### config.mk
export PLATFORM = sky130hd
export DESIGN_NAME = uart_wishbone_host
export DESIGN_NICKNAME = d
export VERILOG_FILES = /design/src/rtl/uart_wishbone_host.sv
export SDC_FILE = /design/constraint.sdc
export NUM_CORES = 1
export LEC_CHECK = 0
export ABC_AREA = 1
export CAP_MARGIN = 20
export CORE_MARGIN = 4
export CORE_UTILIZATION = 56
export DETAILED_ROUTE_END_ITERATION = 12
export PLACE_DENSITY = 0.92
export SKIP_CTS_REPAIR_TIMING = 1
export SYNTH_ARGS = -nofsm -noshare
export SYNTH_HDL_FRONTEND = slang
export SYNTH_SLANG_ARGS = --single-unit
### constraint.sdc
create_clock -name clk_i -period 2.1 [get_ports clk_i]
set_clock_uncertainty 0.1 [all_clocks]
set_input_delay 0.42 -clock clk_i [delete_from_list [all_inputs] [get_ports clk_i]]
set_output_delay 0.42 -clock clk_i [all_outputs]
set_load 0.02 [all_outputs]
### src/rtl/uart_wishbone_host.sv
// uart_wishbone_host: sends one request as the bridge's 4-byte UART frame, then collects the 1-byte reply.
// Latency: start bit on the cycle after acceptance, 40 bit-times of transmit, then reply or TIMEOUT_CLKS.
// Backpressure: req_ready_o is low from acceptance through the completion pulse; requests are not queued.
// Ports: clk_i / rst_ni       clock, asynchronous active-low reset
//        req_*                request handshake (valid/ready) and payload (we, 23-bit adr, 8-bit dat)
//        rsp_*                one-cycle completion pulse, response byte, timeout and framing-error flags
//        uart_txd / uart_rxd  serial link to the bridge (idle high)
module uart_wishbone_host #(
  parameter int CLKS_PER_BIT = 16,
  parameter int TIMEOUT_CLKS = 4096
) (
  input  logic        clk_i,
  input  logic        rst_ni,
  input  logic        req_valid_i,
  output logic        req_ready_o,
  input  logic        req_we_i,
  input  logic [22:0] req_adr_i,
  input  logic [7:0]  req_dat_i,
  output logic        rsp_valid_o,
  output logic [7:0]  rsp_dat_o,
  output logic        rsp_timeout_o,
  output logic        rsp_frame_err_o,
  output logic        uart_txd,
  input  logic        uart_rxd
);

  localparam int CW = $clog2(CLKS_PER_BIT);
  localparam int TW = $clog2(TIMEOUT_CLKS);

  localparam logic [2:0] S_IDLE     = 3'd0;
  localparam logic [2:0] S_TX_START = 3'd1;
  localparam logic [2:0] S_TX_DATA  = 3'd2;
  localparam logic [2:0] S_TX_STOP  = 3'd3;
  localparam logic [2:0] S_RX_WAIT  = 3'd4;
  localparam logic [2:0] S_RX_START = 3'd5;
  localparam logic [2:0] S_RX_DATA  = 3'd6;
  localparam logic [2:0] S_RX_STOP  = 3'd7;

  logic [2:0]    r_state;
  logic [CW-1:0] r_clk_cnt;
  logic [2:0]    r_bit_cnt;
  logic [1:0]    r_byte_cnt;
  logic [TW-1:0] r_to_cnt;
  logic [31:0]   r_tx_shift;
  logic [7:0]    r_rx_shift;
  logic          r_txd;
  logic          r_rx_s1;
  logic          r_rx_s2;
  logic          r_rx_d;
  logic          r_rsp_valid;
  logic [7:0]    r_rsp_dat;
  logic          r_rsp_timeout;
  logic          r_rsp_frame_err;

  logic w_accept;
  logic w_bit_end;
  logic w_half_bit;
  logic w_to_expired;
  logic w_rx_fall;

  // Ready stays low during the completion pulse so a held req_valid_i is
  // taken exactly once per completion.
  assign req_ready_o  = (r_state == S_IDLE) && !r_rsp_valid;
  assign w_accept     = req_valid_i && req_ready_o;
  assign w_bit_end    = (r_clk_cnt == CW'(CLKS_PER_BIT - 1));
  assign w_half_bit   = (r_clk_cnt == CW'(CLKS_PER_BIT / 2 - 1));
  assign w_to_expired = (r_to_cnt == TW'(TIMEOUT_CLKS - 1));
  assign w_rx_fall    = r_rx_d && !r_rx_s2;

  assign uart_txd        = r_txd;
  assign rsp_valid_o     = r_rsp_valid;
  assign rsp_dat_o       = r_rsp_dat;
  assign rsp_timeout_o   = r_rsp_timeout;
  assign rsp_frame_err_o = r_rsp_frame_err;

  always_ff @(posedge clk_i or negedge rst_ni) begin
    if (!rst_ni) begin
      r_state         <= S_IDLE;
      r_clk_cnt       <= '0;
      r_bit_cnt       <= '0;
      r_byte_cnt      <= '0;
      r_to_cnt        <= '0;
      r_tx_shift      <= '0;
      r_rx_shift      <= '0;
      r_txd           <= 1'b1;
      r_rx_s1         <= 1'b1;
      r_rx_s2         <= 1'b1;
      r_rx_d          <= 1'b1;
      r_rsp_valid     <= 1'b0;
      r_rsp_dat       <= '0;
      r_rsp_timeout   <= 1'b0;
      r_rsp_frame_err <= 1'b0;
    end else begin
      r_rx_s1     <= uart_rxd;
      r_rx_s2     <= r_rx_s1;
      r_rx_d      <= r_rx_s2;
      r_rsp_valid <= 1'b0;
      case (r_state)
        S_IDLE: begin
          if (w_accept) begin
            // Byte 0 sits in the low byte so the whole frame leaves by shifting right.
            r_tx_shift <= {req_dat_i, req_adr_i[7:0], req_adr_i[15:8], req_we_i, req_adr_i[22:16]};
            r_txd      <= 1'b0;
            r_clk_cnt  <= '0;
            r_byte_cnt <= '0;
            r_state    <= S_TX_START;
          end
        end
        S_TX_START: begin
          if (w_bit_end) begin
            r_clk_cnt <= '0;
            r_bit_cnt <= '0;
            r_txd     <= r_tx_shift[0];
            r_state   <= S_TX_DATA;
          end else begin
            r_clk_cnt <= r_clk_cnt + CW'(1);
          end
        end
        S_TX_DATA: begin
          if (w_bit_end) begin
            r_clk_cnt  <= '0;
            r_tx_shift <= {1'b0, r_tx_shift[31:1]};
            if (r_bit_cnt == 3'd7) begin
              r_txd <= 1'b1;
              // The last stop bit is just idle-high line: the receiver is armed
              // on its first cycle since the bridge may answer before it ends.
              if (r_byte_cnt == 2'd3) begin
                r_to_cnt <= '0;
                r_state  <= S_RX_WAIT;
              end else begin
                r_state  <= S_TX_STOP;
              end
            end else begin
              r_bit_cnt <= r_bit_cnt + 3'd1;
              r_txd     <= r_tx_shift[1];
            end
          end else begin
            r_clk_cnt <= r_clk_cnt + CW'(1);
          end
        end
        S_TX_STOP: begin
          if (w_bit_end) begin
            r_clk_cnt  <= '0;
            r_byte_cnt <= r_byte_cnt + 2'd1;
            r_txd      <= 1'b0;
            r_state    <= S_TX_START;
          end else begin
            r_clk_cnt <= r_clk_cnt + CW'(1);
          end
        end
        S_RX_WAIT: begin
          if (w_to_expired) begin
            r_rsp_valid     <= 1'b1;
            r_rsp_dat       <= '0;
            r_rsp_timeout   <= 1'b1;
            r_rsp_frame_err <= 1'b0;
            r_state         <= S_IDLE;
          end else begin
            r_to_cnt <= r_to_cnt + TW'(1);
            if (w_rx_fall) begin
              r_clk_cnt <= '0;
              r_state   <= S_RX_START;
            end
          end
        end
        S_RX_START: begin
          // A confirmed start bit wins over a timeout expiring on the same cycle.
          if (w_half_bit && !r_rx_s2) begin
            r_clk_cnt <= '0;
            r_bit_cnt <= '0;
            r_state   <= S_RX_DATA;
          end else if (w_to_expired) begin
            r_rsp_valid     <= 1'b1;
            r_rsp_dat       <= '0;
            r_rsp_timeout   <= 1'b1;
            r_rsp_frame_err <= 1'b0;
            r_state         <= S_IDLE;
          end else begin
            r_to_cnt <= r_to_cnt + TW'(1);
            if (w_half_bit) begin
              r_state <= S_RX_WAIT;
            end else begin
              r_clk_cnt <= r_clk_cnt + CW'(1);
            end
          end
        end
        S_RX_DATA: begin
          if (w_bit_end) begin
            r_clk_cnt  <= '0;
            r_rx_shift <= {r_rx_s2, r_rx_shift[7:1]};
            if (r_bit_cnt == 3'd7) begin
              r_state <= S_RX_STOP;
            end else begin
              r_bit_cnt <= r_bit_cnt + 3'd1;
            end
          end else begin
            r_clk_cnt <= r_clk_cnt + CW'(1);
          end
        end
        S_RX_STOP: begin
          if (w_bit_end) begin
            r_rsp_valid     <= 1'b1;
            r_rsp_dat       <= r_rx_shift;
            r_rsp_timeout   <= 1'b0;
            r_rsp_frame_err <= !r_rx_s2;
            r_clk_cnt       <= '0;
            r_state         <= S_IDLE;
          end else begin
            r_clk_cnt <= r_clk_cnt + CW'(1);
          end
        end
        default: r_state <= S_IDLE;
      endcase
    end
  end

endmodule
==> metrics.md <==
| Metric | Value |
|---|---|
| Antenna violations before repair | `0` |
| Critical path depth | `1` |
| Crit end category | `primary output` |
| VDD IR-drop max | `0.701 mV` |
| Clk root buf | `clkbuf_8` |
| Drt first pass iters | `6` |
| Fin. Hold Viols | `0` |
| Syn-to-layout area delta | `19.8%` |
| Critical Path Source Type | `register` |
| Clk sinks | `79` |
| Sequential share of the synthesized area | `47.0%` |
| Sw Pwr | `2.36 mW` |
| Tcrit/Tclk final | `95.5%` |
| Syn_nets | `504` |
| 1st-iter DRT viols | `252` |
| Design Power | `5.98 mW` |
| Via density | `5.79` |
| Buf+Inv Stages, Crit Path | `1` |
| IO Count | `49` |
| RSZ-0062 raised after global routing | `false` |
| Kind of critical path | `reg2out` |
| Clock share of power | `23.1%` |
| R2R cell count | `6` |
| Synth cell types | `42` |
| Die Ht | `94.8 µm` |
| GRT Residual Overflow | `0` |
| Gpl congestion | `0.863` |
| Deepest clock path buffer count | `2` |
| Initial core utilization | `57.8%` |
| Hold WC Path Type | `reg2reg` |
| Core area | `7290 µm²` |
| Avg Inst Size Synth | `9.11 µm²` |
| Cell Int Power | `3.62 mW` |
| Vias in the first global route | `3,554` |
| Yosys reg bits | `79` |
| Status | `completed` |
| WP data required | `1.58 ns` |
| Post-layout net count | `557` |
| LEAKAGE | `2.32 nW` |
| Clk_lat worst skew | `0.36 ns` |
| Post-layout min period | `2.01 ns` |
| Gate Count Post-Synth | `463` |
| Share of cells above drive strength 1 | `15.5%` |
| CTS tree | `built` |
| Via Count | `3,589` |
| Port buffer count | `48` |
| Relative slew slack | `65.8%` |
| WL/cell | `16.1 µm` |
| Sequential share of power | `36.7%` |
| CP Max Fanout | `2` |
| Post-synthesis cell area | `4220 µm²` |
| Clk slew on worst S/H paths | `0.08 ns` |
| Syn. warnings | `0` |
| CTS HTree Levels | `3` |
| Num CTS Buffers | `9` |
| GRT Util Overall | `23.3%` |
| Hold path depth | `0` |
| WP data arrival | `1.49 ns` |
| Post-DP HPWL | `6.54 mm` |
| Diode count | `0` |
| Die ar. | `8980 µm²` |
| First-pass GRT wire length | `16.3 mm` |
| Final setup vio count | `0` |
| Final design area excluding fillers | `5050 µm²` |
| Net Sw Frac | `39.5%` |
| DP Area | `4790 µm²` |
| Slew @ Worst Pin | `0.514 ns` |
| Max-cap viol count | `0` |
| Logic gate share of total power | `40.3%` |
| CP max-delay cell | `clkdlybuf4s50_1` |
| Fmax | `499 MHz` |
| Power density cells | `1180 nW/µm²` |
| Max-slew violations | `0` |
| Slowest stage delay, CP | `0.60 ns` |
| Antenna-violating nets left | `0` |
| Critical path, cell by cell | `clkdlybuf4s50_1` |
| Post-route DRC | `0` |
| Filler cells | `510` |
| Die extent in x | `94.8 µm` |
| # rows | `31` |
| WL final | `9.97 mm` |
| Largest net degree at the start of global routing | `65` |
| Delay-heaviest family, CP | `buffers and inverters` |
[placed cells by master (no fill, tap or decap), types with 3 or more instances in the layout]
cell type        synthesis  routed
bufinv_16                0       3
nor2_2                   3       3
nand4_1                  4       4
buf_12                   1       3
nor2_4                   4       4
xor2_1                   6       6
a21oi_2                  3       3
nand3_2                  9       9
ha_1                     5       5
inv_1                   21      21
nand2_4                  3       3
inv_2                    6       6
nand3b_1                 3       3
o21ai_0                 36      36
clkdlybuf4s50_1          0      46
nand2_1                135     135
clkbuf_8                 0       9
nand2_2                  3       3
dfstp_2                  4       4
o21ai_2                  3       3
mux2_2                   6       6
mux2i_1                 31      31
nand3_1                 21      21
buf_4                    1       6
o21ai_1                 20      20
dfrtp_1                 75      75
nor2_1                  24      24
a21oi_1                  3       3
[cells by family (layout without fill, tap and decap cells)]
logic type                 count (synthesis)  in the layout  share of synthesized area [%]
AOI/OAI and AO/OA                         71             71                           9.40
muxes                                     37             37                           8.96
buffers and inverters                     46            104                           6.26
and+or+nand+nor                          219            219                           25.7
DFF                                       79             79                           47.0
adders and majority gates                  5              5                           1.48
xor gates and xnor gates                   6              6                           1.25
[cell usage after synthesis (all sizes together)]
| cell type | number | area share, % |
|---|---|---|
| nand3b | 4 | 1.0 |
| inv | 30 | 2.9 |
| nor3 | 4 | 0.86 |
| o21bai | 2 | 0.36 |
| dfrtp | 75 | 44 |
| xor2 | 6 | 1.2 |
| a21oi | 6 | 0.98 |
| o21a | 1 | 0.18 |
| nand4 | 4 | 0.59 |
| mux2i | 31 | 7.4 |
| mux2 | 6 | 1.6 |
| nor2 | 33 | 4.6 |
| buf | 16 | 3.4 |
| o211ai | 1 | 0.30 |
| a31oi | 1 | 0.15 |
| nand3 | 31 | 5.0 |
| o31ai | 1 | 0.18 |
| or2 | 1 | 0.15 |
| dfstp | 4 | 2.5 |
| o21ai | 59 | 7.3 |
| ha | 5 | 1.5 |
| nand2 | 141 | 13 |
| nor4 | 1 | 0.15 |
[flip-flops by register name, summed over array words and instances (netlist names)]
signal,cells
r_tx_shift,32
r_to_cnt,12
r_rx_shift,8
rsp_dat_o,8
r_clk_cnt,4
r_bit_cnt,3
r_state,3
r_byte_cnt,2
r_rx_d,1
r_rx_s1,1
r_rx_s2,1
rsp_frame_err_o,1
rsp_timeout_o,1
rsp_valid_o,1
uart_txd,1
[routing by layer]
| metal | wire [µm] | global-route usage, % | share of wire (%) |
|---|---|---|---|
| met2 | 4970 | 40.5 | 50 |
| met4 | 331 | 10.2 | 3.3 |
| met1 | 3990 | 28.4 | 40 |
| met3 | 678 | 3.98 | 6.8 |
| met5 | 0 | 0 | 0 |
[power by group through the flow]
stage / registers (mW) / logic (mW) / clock network [mW]
6_report: 2.19 / 2.41 / 1.38
4_1_cts: 2.18 / 2.37 / 1.39
3_5_place_dp: 2.20 / 2.31 / 0
3_3_place_gp: 2.17 / 2.20 / 0
2_1_floorplan: 2.14 / 1.82 / 0
5_1_grt: 2.22 / 2.65 / 1.45
[final timing paths]
path                                           from                        end  slack [ns]
setup / recovery               uart_txd$_DFFE_PN1P_                   uart_txd        0.09
hold / removal                    r_rx_s1$_DFF_PN1_          r_rx_s2$_DFF_PN1_        0.26
setup reg to reg           r_clk_cnt[0]$_DFFE_PN0P_  r_rx_shift[2]$_DFFE_PN0P_        0.14
hold reg to reg                   r_rx_s1$_DFF_PN1_          r_rx_s2$_DFF_PN1_        0.26
max in group asynchronous                    rst_ni       uart_txd$_DFFE_PN1P_        0.81
min in group asynchronous                    rst_ni      rsp_valid_o$_DFF_PN0_        0.49
[cell type report]
class / instances / area, µm² / share of cell area [%]
Inverter: 30 / 123 / 2.43
Clock inverter: 7 / 120 / 2.38
Multi-Input combinational cell: 338 / 1980 / 39.2
Tap cell: 99 / 124 / 2.45
Sequential cell: 79 / 1980 / 39.2
Clock buffer: 9 / 124 / 2.45
Timing Repair Buffer: 58 / 599 / 11.9
[through the flow]
stage          cells  TNS, ns  util, %  hold WS, ns  worst slack, ns
2_1_floorplan    463        0        -       0.0244            0.311
3_3_place_gp     603        0     65.7        0.246            0.244
3_5_place_dp     603        0     65.7        0.252            0.184
4_1_cts          619   -0.123     69.1      -0.0508           -0.123
5_1_grt          620        0     69.3        0.272           0.0301
6_report         620        0     69.3        0.263           0.0941
Note: power is estimated with default switching activity, not from simulation.
